<file path="config.mk">
export PLATFORM = sky130hd
export DESIGN_NAME = vga_sync_gen
export DESIGN_NICKNAME = d
export VERILOG_FILES = /design/src/rtl/vga_sync_gen.sv
export SDC_FILE = /design/constraint.sdc
export NUM_CORES = 1
export LEC_CHECK = 0
export BUFFER_PORTS_ARGS = -buffer_cell sky130_fd_sc_hd__buf_2
export CAP_MARGIN = 20
export CORE_ASPECT_RATIO = 1.2
export CORE_MARGIN = 2
export CORE_UTILIZATION = 45
export CTS_CLUSTER_DIAMETER = 40
export DETAILED_ROUTE_END_ITERATION = 7
export PLACE_DENSITY = 0.66
export SLEW_MARGIN = 20
export SYNTH_ARGS = -nofsm -noshare
export SYNTH_HDL_FRONTEND = slang
export SYNTH_SLANG_ARGS = --single-unit
export TNS_END_PERCENT = 5
</file>
<file path="constraint.sdc">
create_clock -name clk -period 3.8 [get_ports clk]
set_input_delay 0.57 -clock clk [delete_from_list [all_inputs] [get_ports clk]]
set_output_delay 0.57 -clock clk [all_outputs]
set_load 0.03 [all_outputs]
</file>
<file path="src/rtl/vga_sync_gen.sv">
// VGA timing generator: pixel strobe, h/v counters, sync pulses and frame counter.
// Latency: every output is registered and matches the hpos/vpos shown in the same cycle.
// Backpressure: none; the generator runs freely after reset.
module vga_sync_gen #(
    parameter int CLK_DIV  = 2,
    parameter int H_VIS    = 640,
    parameter int H_FP     = 16,
    parameter int H_SYNC   = 96,
    parameter int H_BP     = 48,
    parameter int V_VIS    = 480,
    parameter int V_FP     = 10,
    parameter int V_SYNC   = 2,
    parameter int V_BP     = 33,
    parameter int SYNC_NEG = 1,
    parameter int FCW      = 16
) (
    input  logic           clk,
    input  logic           reset,
    output logic           pix_en,
    output logic [9:0]     hpos,
    output logic [9:0]     vpos,
    output logic           hsync,
    output logic           vsync,
    output logic           display_on,
    output logic           line_start,
    output logic           frame_start,
    output logic [FCW-1:0] frame_cnt
);
    localparam int H_TOTAL = H_VIS + H_FP + H_SYNC + H_BP;
    localparam int V_TOTAL = V_VIS + V_FP + V_SYNC + V_BP;
    localparam int DW      = (CLK_DIV > 1) ? $clog2(CLK_DIV) : 1;

    localparam logic [DW-1:0] DIV_MAX = DW'(CLK_DIV - 1);
    localparam logic [9:0] H_MAX   = 10'(H_TOTAL - 1);
    localparam logic [9:0] V_MAX   = 10'(V_TOTAL - 1);
    localparam logic [9:0] H_VIS_L = 10'(H_VIS);
    localparam logic [9:0] V_VIS_L = 10'(V_VIS);
    localparam logic [9:0] H_SS    = 10'(H_VIS + H_FP);
    localparam logic [9:0] H_SE    = 10'(H_VIS + H_FP + H_SYNC);
    localparam logic [9:0] V_SS    = 10'(V_VIS + V_FP);
    localparam logic [9:0] V_SE    = 10'(V_VIS + V_FP + V_SYNC);
    localparam logic       SYNC_IDLE = (SYNC_NEG != 0);

    logic [DW-1:0] div;
    logic [DW-1:0] div_nxt;
    logic          pix_en_nxt;
    logic [9:0]    hpos_nxt;
    logic [9:0]    vpos_nxt;
    logic          h_wrap;
    logic          v_wrap;

    // Next-state counters; all decoded outputs below are derived from these so
    // they line up with the registered hpos/vpos without skew.
    always_comb begin
        div_nxt    = (div == DIV_MAX) ? '0 : div + 1'b1;
        pix_en_nxt = (div_nxt == DIV_MAX);
        h_wrap     = pix_en && (hpos == H_MAX);
        v_wrap     = (vpos == V_MAX);
        hpos_nxt   = hpos;
        vpos_nxt   = vpos;
        if (pix_en) begin
            hpos_nxt = h_wrap ? 10'd0 : hpos + 10'd1;
            if (h_wrap) begin
                vpos_nxt = v_wrap ? 10'd0 : vpos + 10'd1;
            end
        end
    end

    always_ff @(posedge clk) begin
        if (!reset) begin
            div         <= '0;
            pix_en      <= 1'b0;
            hpos        <= 10'd0;
            vpos        <= 10'd0;
            frame_cnt   <= '0;
            hsync       <= SYNC_IDLE;
            vsync       <= SYNC_IDLE;
            display_on  <= 1'b0;
            line_start  <= 1'b0;
            frame_start <= 1'b0;
        end else begin
            div         <= div_nxt;
            pix_en      <= pix_en_nxt;
            hpos        <= hpos_nxt;
            vpos        <= vpos_nxt;
            if (h_wrap && v_wrap) begin
                frame_cnt <= frame_cnt + 1'b1;
            end
            hsync       <= ((hpos_nxt >= H_SS) && (hpos_nxt < H_SE)) ^ SYNC_IDLE;
            vsync       <= ((vpos_nxt >= V_SS) && (vpos_nxt < V_SE)) ^ SYNC_IDLE;
            display_on  <= (hpos_nxt < H_VIS_L) && (vpos_nxt < V_VIS_L);
            line_start  <= pix_en_nxt && (hpos_nxt == 10'd0);
            frame_start <= pix_en_nxt && (hpos_nxt == 10'd0) && (vpos_nxt == 10'd0);
        end
    end
endmodule
</file>
==> results.json, run 1 <==
{
  "io_buffers": 43,
  "endpoint_kind": "flop",
  "syn_nets": 273,
  "hold_class": "reg2reg",
  "syn_to_final_growth_pct": 9.98,
  "vias": 1956,
  "final-max-slew-violation-count": 0,
  "fp.dieW_um": 70.6,
  "antenna_found_initial": 0,
  "dieArea_um2": 5920,
  "placed_cells": 354,
  "fin_util_pct": 50.4,
  "drt-total-wl_um": 5010,
  "min_to": "frame_cnt[5]$_SDFFE_PN0P_",
  "cap_violations": 0,
  "setup_viol": 0,
  "cts_tree": "yes",
  "synth_seq_cells": 42,
  "ant_nets": 0,
  "viasPerCell": 5.40,
  "clock_sinks": 42,
  "fin_skew_ns": 0.0121,
  "mappedNetlistArea_um2": 2390,
  "first_global_vias": 1836,
  "synth_flop_cell": "dfxtp_1",
  "fin_cells": 362,
  "insertedDiodeCount": 0,
  "die_y_um": 83.9,
  "synth_edf_count": 0,
  "final_cell_mix": "buf_2 (43), dfxtp_1 (42), nand2_1 (30), and2_1 (22), xnor2_1 (20)",
  "worstSkewPairLatency_ns": 0.30,
  "cts.repair.resized": 0,
  "hold_viol": 0,
  "synth.distinct_cells": 61,
  "critPathRequiredTime_ns": 3.99,
  "fmax_ghz": 0.398,
  "status": "completed",
  "wl_per_cell_um": 13.8,
  "worst_slack_ns": 1.29,
  "post_cts_buffers": 0,
  "fin_setup_tns_ns": 0,
  "peakVddDrop_mv": 0.209,
  "cp.arrival_ns": 2.70,
  "rows": 29,
  "drc": 0,
  "core_um2": 5230,
  "clock-root-buffer": "clkbuf_8",
  "final_common_cell": "buf_2",
  "place_hpwl_um": 3500,
  "ctsHoldBuffers": 0,
  "hold_start": "frame_cnt[5]$_SDFFE_PN0P_",
  "yosys_warnings": 0,
  "rr_startpoint": "hpos[5]$_SDFF_PN0_",
  "grt_pass1_wl_um": 8510,
  "synthArstFlopShare_pct": 0,
  "timing.slew.headroom_pct": 55.0,
  "crit_path_start_kind": "flop",
  "synth.avg_cell_area_um2": 8.96,
  "dr.pass1.iters": 4,
  "gp_congestion": 0.864,
  "path_class": "reg2reg",
  "drive_gt1_share_pct": 22.7,
  "fin_crit_ns": 2.51,
  "rr_worst_depth": 6,
  "worst_slew_pin_slew_ns": 0.668,
  "ios": 44,
  "synthCells": 267,
  "grtUsageTotal_pct": 17.7,
  "critPathMaxFanout": 18,
  "cellPowerDensity_nw_per_um2": 300,
  "timing.final.crit_share_pct": 66.1,
  "leakage_nw": 1.10,
  "yosysSeqAreaShare_pct": 35.1,
  "numCtsBuffers": 5,
  "cts_buffer_depth": 2,
  "r2r_end": "vsync$_SDFF_PN1_",
  "grt_max_degree": 38,
  "cts-htree-levels": 2,
  "hold_path_depth": 2,
  "clk_pin_slew_ns": 0.09,
  "drtIter0Drc": 128,
  "post-place-ws_ns": 1.31,
  "rrSetupSlack_ns": 1.29,
  "initial_core_util_pct": 45.8,
  "fin_nets": 305,
  "grt-ovfl-total": 0,
  "rsz0062_at_grt": "no"
}
==> power by group <==
group	leakage, nW	switching [mW]	internal (mW)	total (mW)
clock	0.0482	0.162	0.147	0.309
combinational	0.713	0.0218	0.0105	0.0323
sequential	0.340	0.00415	0.444	0.449
total	1.10	0.188	0.602	0.790
==> Yosys cell counts, types with 5 or more instances <==
master / n / area share, %
a21oi_1: 6 / 1.3
and2_1: 22 / 5.8
and3_1: 7 / 1.8
buf_6: 6 / 2.8
clkbuf_1: 5 / 0.78
dfxtp_1: 42 / 35
inv_1: 6 / 0.94
nand2_1: 30 / 4.7
nand3_1: 12 / 2.5
nand4_1: 9 / 2.4
nor2_1: 9 / 1.4
nor2b_1: 5 / 1.3
o21ai_0: 10 / 2.1
xnor2_1: 20 / 7.3
xor2_1: 5 / 1.8
==> cell families after synthesis <==
| family | count (synthesis) | synth area share, % |
|---|---|---|
| mux | 3 | 1.31 |
| compound gates | 40 | 11.6 |
| xor+xnor | 25 | 9.15 |
| buf+inv | 24 | 7.00 |
| flops | 42 | 35.1 |
| fa+ha+maj | 4 | 2.09 |
| simple gates | 129 | 33.8 |
==> worst max path at each step <==
| stage | from | endpoint | slack [ns] | cells after the start |
|---|---|---|---|---|
| floorplan | hpos[0]$_SDFF_PN0_ | vsync$_SDFF_PN1_ | 1.33 | 8 |
| global placement | hpos[5]$_SDFF_PN0_ | vsync$_SDFF_PN1_ | 1.36 | 6 |
| detailed placement | hpos[5]$_SDFF_PN0_ | vsync$_SDFF_PN1_ | 1.31 | 6 |
| CTS | vpos[0]$_SDFF_PN0_ | frame_cnt[9]$_SDFFE_PN0P_ | 1.30 | 8 |
| global route | vpos[1]$_SDFF_PN0_ | frame_cnt[10]$_SDFFE_PN0P_ | 1.13 | 8 |
| finish | hpos[5]$_SDFF_PN0_ | vsync$_SDFF_PN1_ | 1.29 | 6 |
==> layer usage <==
layer,wire [um],GRT usage (%),vias to the layer above
met5,0,0,-
met4,75,6.52,0
met3,250,4.71,7
met2,2380,29.1,46
met1,2300,22.2,898
li1,-,-,1005
==> registers in the layout (all words and copies together), names as in the netlist <==
name,cells
display_on,1
div,1
frame_cnt,16
frame_start,1
hpos,10
hsync,1
line_start,1
vpos,10
vsync,1
==> through the flow <==
| stage | power, mW | cell area [um2] | hold WS, ns |
|---|---|---|---|
| 3_3_place_gp | 0.492 | 2540 | 0.510 |
| 2_1_floorplan | 0.483 | 2390 | 0.631 |
| 6_report | 0.790 | 2630 | 0.529 |
| 4_1_cts | 0.796 | 2630 | 0.531 |
| 5_1_grt | 0.817 | 2630 | 0.582 |
| 3_5_place_dp | 0.492 | 2540 | 0.510 |
==> area by class of cell <==
| type | count | area (um2) |
|---|---|---|
| fill | 541 | 2590 |
| multi-input combinational | 201 | 1390 |
| sequential | 42 | 841 |
| timing repair buffer | 43 | 215 |
| clock buffer | 7 | 86.3 |
| tap | 62 | 77.6 |
| inverter | 6 | 22.5 |
| clock inverter | 1 | 5.00 |
==> worst max-delay path, stage by stage, from the launching register on <==
cell and delay (ns):
dfxtp_1 0.44, nor4b_4 0.45, nand4_4 0.36, nor2_2 0.33, a22oi_1 0.13, or2b_1 0.23, or4b_1 0.45
Note: power is estimated with default switching activity, not from simulation.
==> run 2, diff against run 1 <==
==> constraint.sdc (replaced) <==
create_clock -name clk -period 2.5 [get_ports clk]
set_input_delay 0.375 -clock clk [delete_from_list [all_inputs] [get_ports clk]]
set_output_delay 0.375 -clock clk [all_outputs]
set_load 0.03 [all_outputs]
==> run 2 against run 1 <==
- sequential cell count is the same
- register-to-register slack lost 1.1 ns
- non-clock buffer count grew 25
- sequential power grew 51%
- cell area grew 9.0%
- wire length grew 9.7%
- fmax grew 10%
- worst setup slack lost 1.1 ns
- cell count grew 6.9%
- combinational power grew 67%
- first-iteration DRC count grew 31%
- hold slack lost 0.055 ns
- critical path type unchanged
- critical endpoint unchanged
==> results.json, run 2 (synthesized netlist as in run 1, its figures left out) <==
{
  "ios": 44,
  "fin_setup_tns_ns": 0,
  "top_register": "frame_cnt",
  "placed_cells": 379,
  "viasPerCell": 5.47,
  "hold_class": "in2reg",
  "final_area_um2": 2870,
  "status": "completed",
  "clock_sinks": 42,
  "core_um2": 5230,
  "rr_worst_depth": 6,
  "grt-ovfl-total": 0,
  "final-max-slew-violation-count": 0,
  "worstSkewPairLatency_ns": 0.30,
  "first_global_vias": 1940,
  "rsz0062_at_grt": "no",
  "busiest_layer": "met2",
  "gp_congestion": 0.859,
  "leakage_nw": 1.25,
  "dr.pass1.iters": 4,
  "max_stage_delay_ns": 0.47,
  "largest_register_ffs": 16,
  "io_buffers": 43,
  "r2r_end": "vsync$_SDFF_PN1_",
  "endpoint_kind": "flop",
  "path_class": "reg2reg",
  "fin_cells": 387,
  "syn_to_final_growth_pct": 19.9,
  "cellPowerDensity_nw_per_um2": 482,
  "cp.arrival_ns": 2.46,
  "fin_skew_ns": 0.00837,
  "cap_violations": 0,
  "die_y_um": 83.9,
  "drt-total-wl_um": 5490,
  "reg_top3": "frame_cnt: 16 flops, hpos: 10 flops, vpos: 10 flops",
  "fp.dieW_um": 70.6,
  "crit_path_start_kind": "flop",
  "crit_chain": "nor4b_4 > and4_4 > nand3_1 > xor2_1 > or2b_1 > or4b_1",
  "drc": 0,
  "dpl_cell_area_um2": 2730,
  "clock-root-buffer": "clkbuf_8",
  "cts-htree-levels": 2,
  "grt_use_met3_pct": 4.35,
  "insertedDiodeCount": 0,
  "setup_viol": 0,
  "critPathRequiredTime_ns": 2.67,
  "drive_gt1_share_pct": 29.2,
  "grt_max_degree": 21,
  "initial_core_util_pct": 45.8,
  "worst_slew_pin_slew_ns": 0.426,
  "fin_crit_ns": 2.28,
  "rr_startpoint": "hpos[5]$_SDFF_PN0_",
  "rrSetupSlack_ns": 0.22,
  "dieArea_um2": 5920,
  "critPathMaxFanout": 6,
  "grtUsageTotal_pct": 19.1,
  "crit_path_start": "hpos[5]$_SDFF_PN0_",
  "crit_end": "vsync$_SDFF_PN1_",
  "hold_viol": 0,
  "wl_per_cell_um": 14.2,
  "cts_buffer_depth": 2,
  "cts_tree": "yes",
  "n_fill_cell": 511,
  "clk_pin_slew_ns": 0.09,
  "fmax_ghz": 0.438,
  "rows": 29,
  "grtUsageMet1_pct": 25.7,
  "peakVddDrop_mv": 0.266,
  "antenna_found_initial": 0,
  "grt_pass1_wl_um": 9230,
  "vias": 2116,
  "place_hpwl_um": 4070,
  "ant_nets": 0,
  "cp_slowest_cell": "or4b_1",
  "timing.final.crit_share_pct": 91.3,
  "timing.slew.headroom_pct": 71.3,
  "drtIter0Drc": 168,
  "final_cell_mix": "buf_2 (43), dfxtp_1 (42), nand2_1 (30), buf_4 (25), and2_1 (22)",
  "grt_util_met2_pct": 30.6,
  "numCtsBuffers": 5,
  "final_common_cell": "buf_2",
  "fin_nets": 330
}
==> run 2: changes by cell type in the layout (fill, tap and decap cells not counted) <==
cell | before | now
clkinv_2 | 1 | 0
or4_4 | 0 | 1
clkinv_4 | 0 | 1
bufinv_16 | 0 | 2
clkbuf_8 | 6 | 5
clkbuf_1 | 1 | 0
or4_1 | 1 | 0
buf_4 | 0 | 25
==> run 2: metrics by stage <==
step           worst slack, ns  util, %  power [mW]  hold slack (ns)
6_report                 0.217     54.9        1.38            0.474
5_1_grt                 0.0754     54.9        1.43            0.492
4_1_cts                  0.113     54.9        1.40            0.469
3_5_place_dp             0.131     52.2       0.751            0.517
3_3_place_gp             0.147     52.2       0.750            0.503
2_1_floorplan           0.0301        -       0.734            0.631
==> run 2: worst max-delay path, delay by kind of cell, from the launching register on <==
kind	cells	cell delay [ns]
XOR/XNOR	1	0.25
flip-flops	1	0.35
AND/OR/NAND/NOR	5	1.56
==> run 2: layer usage <==
layer	routed length (um)	share of wire (%)
met1	2460	45
met2	2660	48
met3	302	5.5
met4	76	1.4
met5	0	0
==> run 2: cell type report <==
type                    count  area [um2]  area share, %
multi-input cells         201        1390           48.4
flip-flops and latches     42         841           29.3
repair buffers             68         403           14.0
well taps                  62        77.6           2.70
clock buffers               5        68.8           2.40
clock inverters             3        68.8           2.40
inverters                   6        22.5          0.785
==> run 2: what timing repair did <==
item                                   4_1_cts  5_1_grt
endpoints found under the hold margin        0        0
hold buffers                                 0        0
buffers inserted                             0        0
resized for setup                            0        1
setup endpoints to repair                    0        7
==> run 2: how the worst min path moves through the flow <==
| stage | startpoint | slack, ns | to | cells past startpoint |
|---|---|---|---|---|
| after detailed placement | frame_cnt[1]$_SDFFE_PN0P_ | 0.52 | frame_cnt[1]$_SDFFE_PN0P_ | 2 |
| final | reset | 0.47 | frame_cnt[1]$_SDFFE_PN0P_ | 2 |
| after global placement | frame_cnt[5]$_SDFFE_PN0P_ | 0.50 | frame_cnt[5]$_SDFFE_PN0P_ | 2 |
| after global routing | reset | 0.49 | frame_cnt[6]$_SDFFE_PN0P_ | 2 |
| after floorplan | frame_cnt[1]$_SDFFE_PN0P_ | 0.63 | frame_cnt[1]$_SDFFE_PN0P_ | 2 |
| after CTS | reset | 0.47 | frame_cnt[1]$_SDFFE_PN0P_ | 2 |
==> run 2: report_power, final <==
group / internal, mW / leakage (nW) / switching, mW
Combinational: 0.0182 / 0.845 / 0.0359
Sequential: 0.676 / 0.340 / 0.00423
Clock: 0.400 / 0.0683 / 0.249
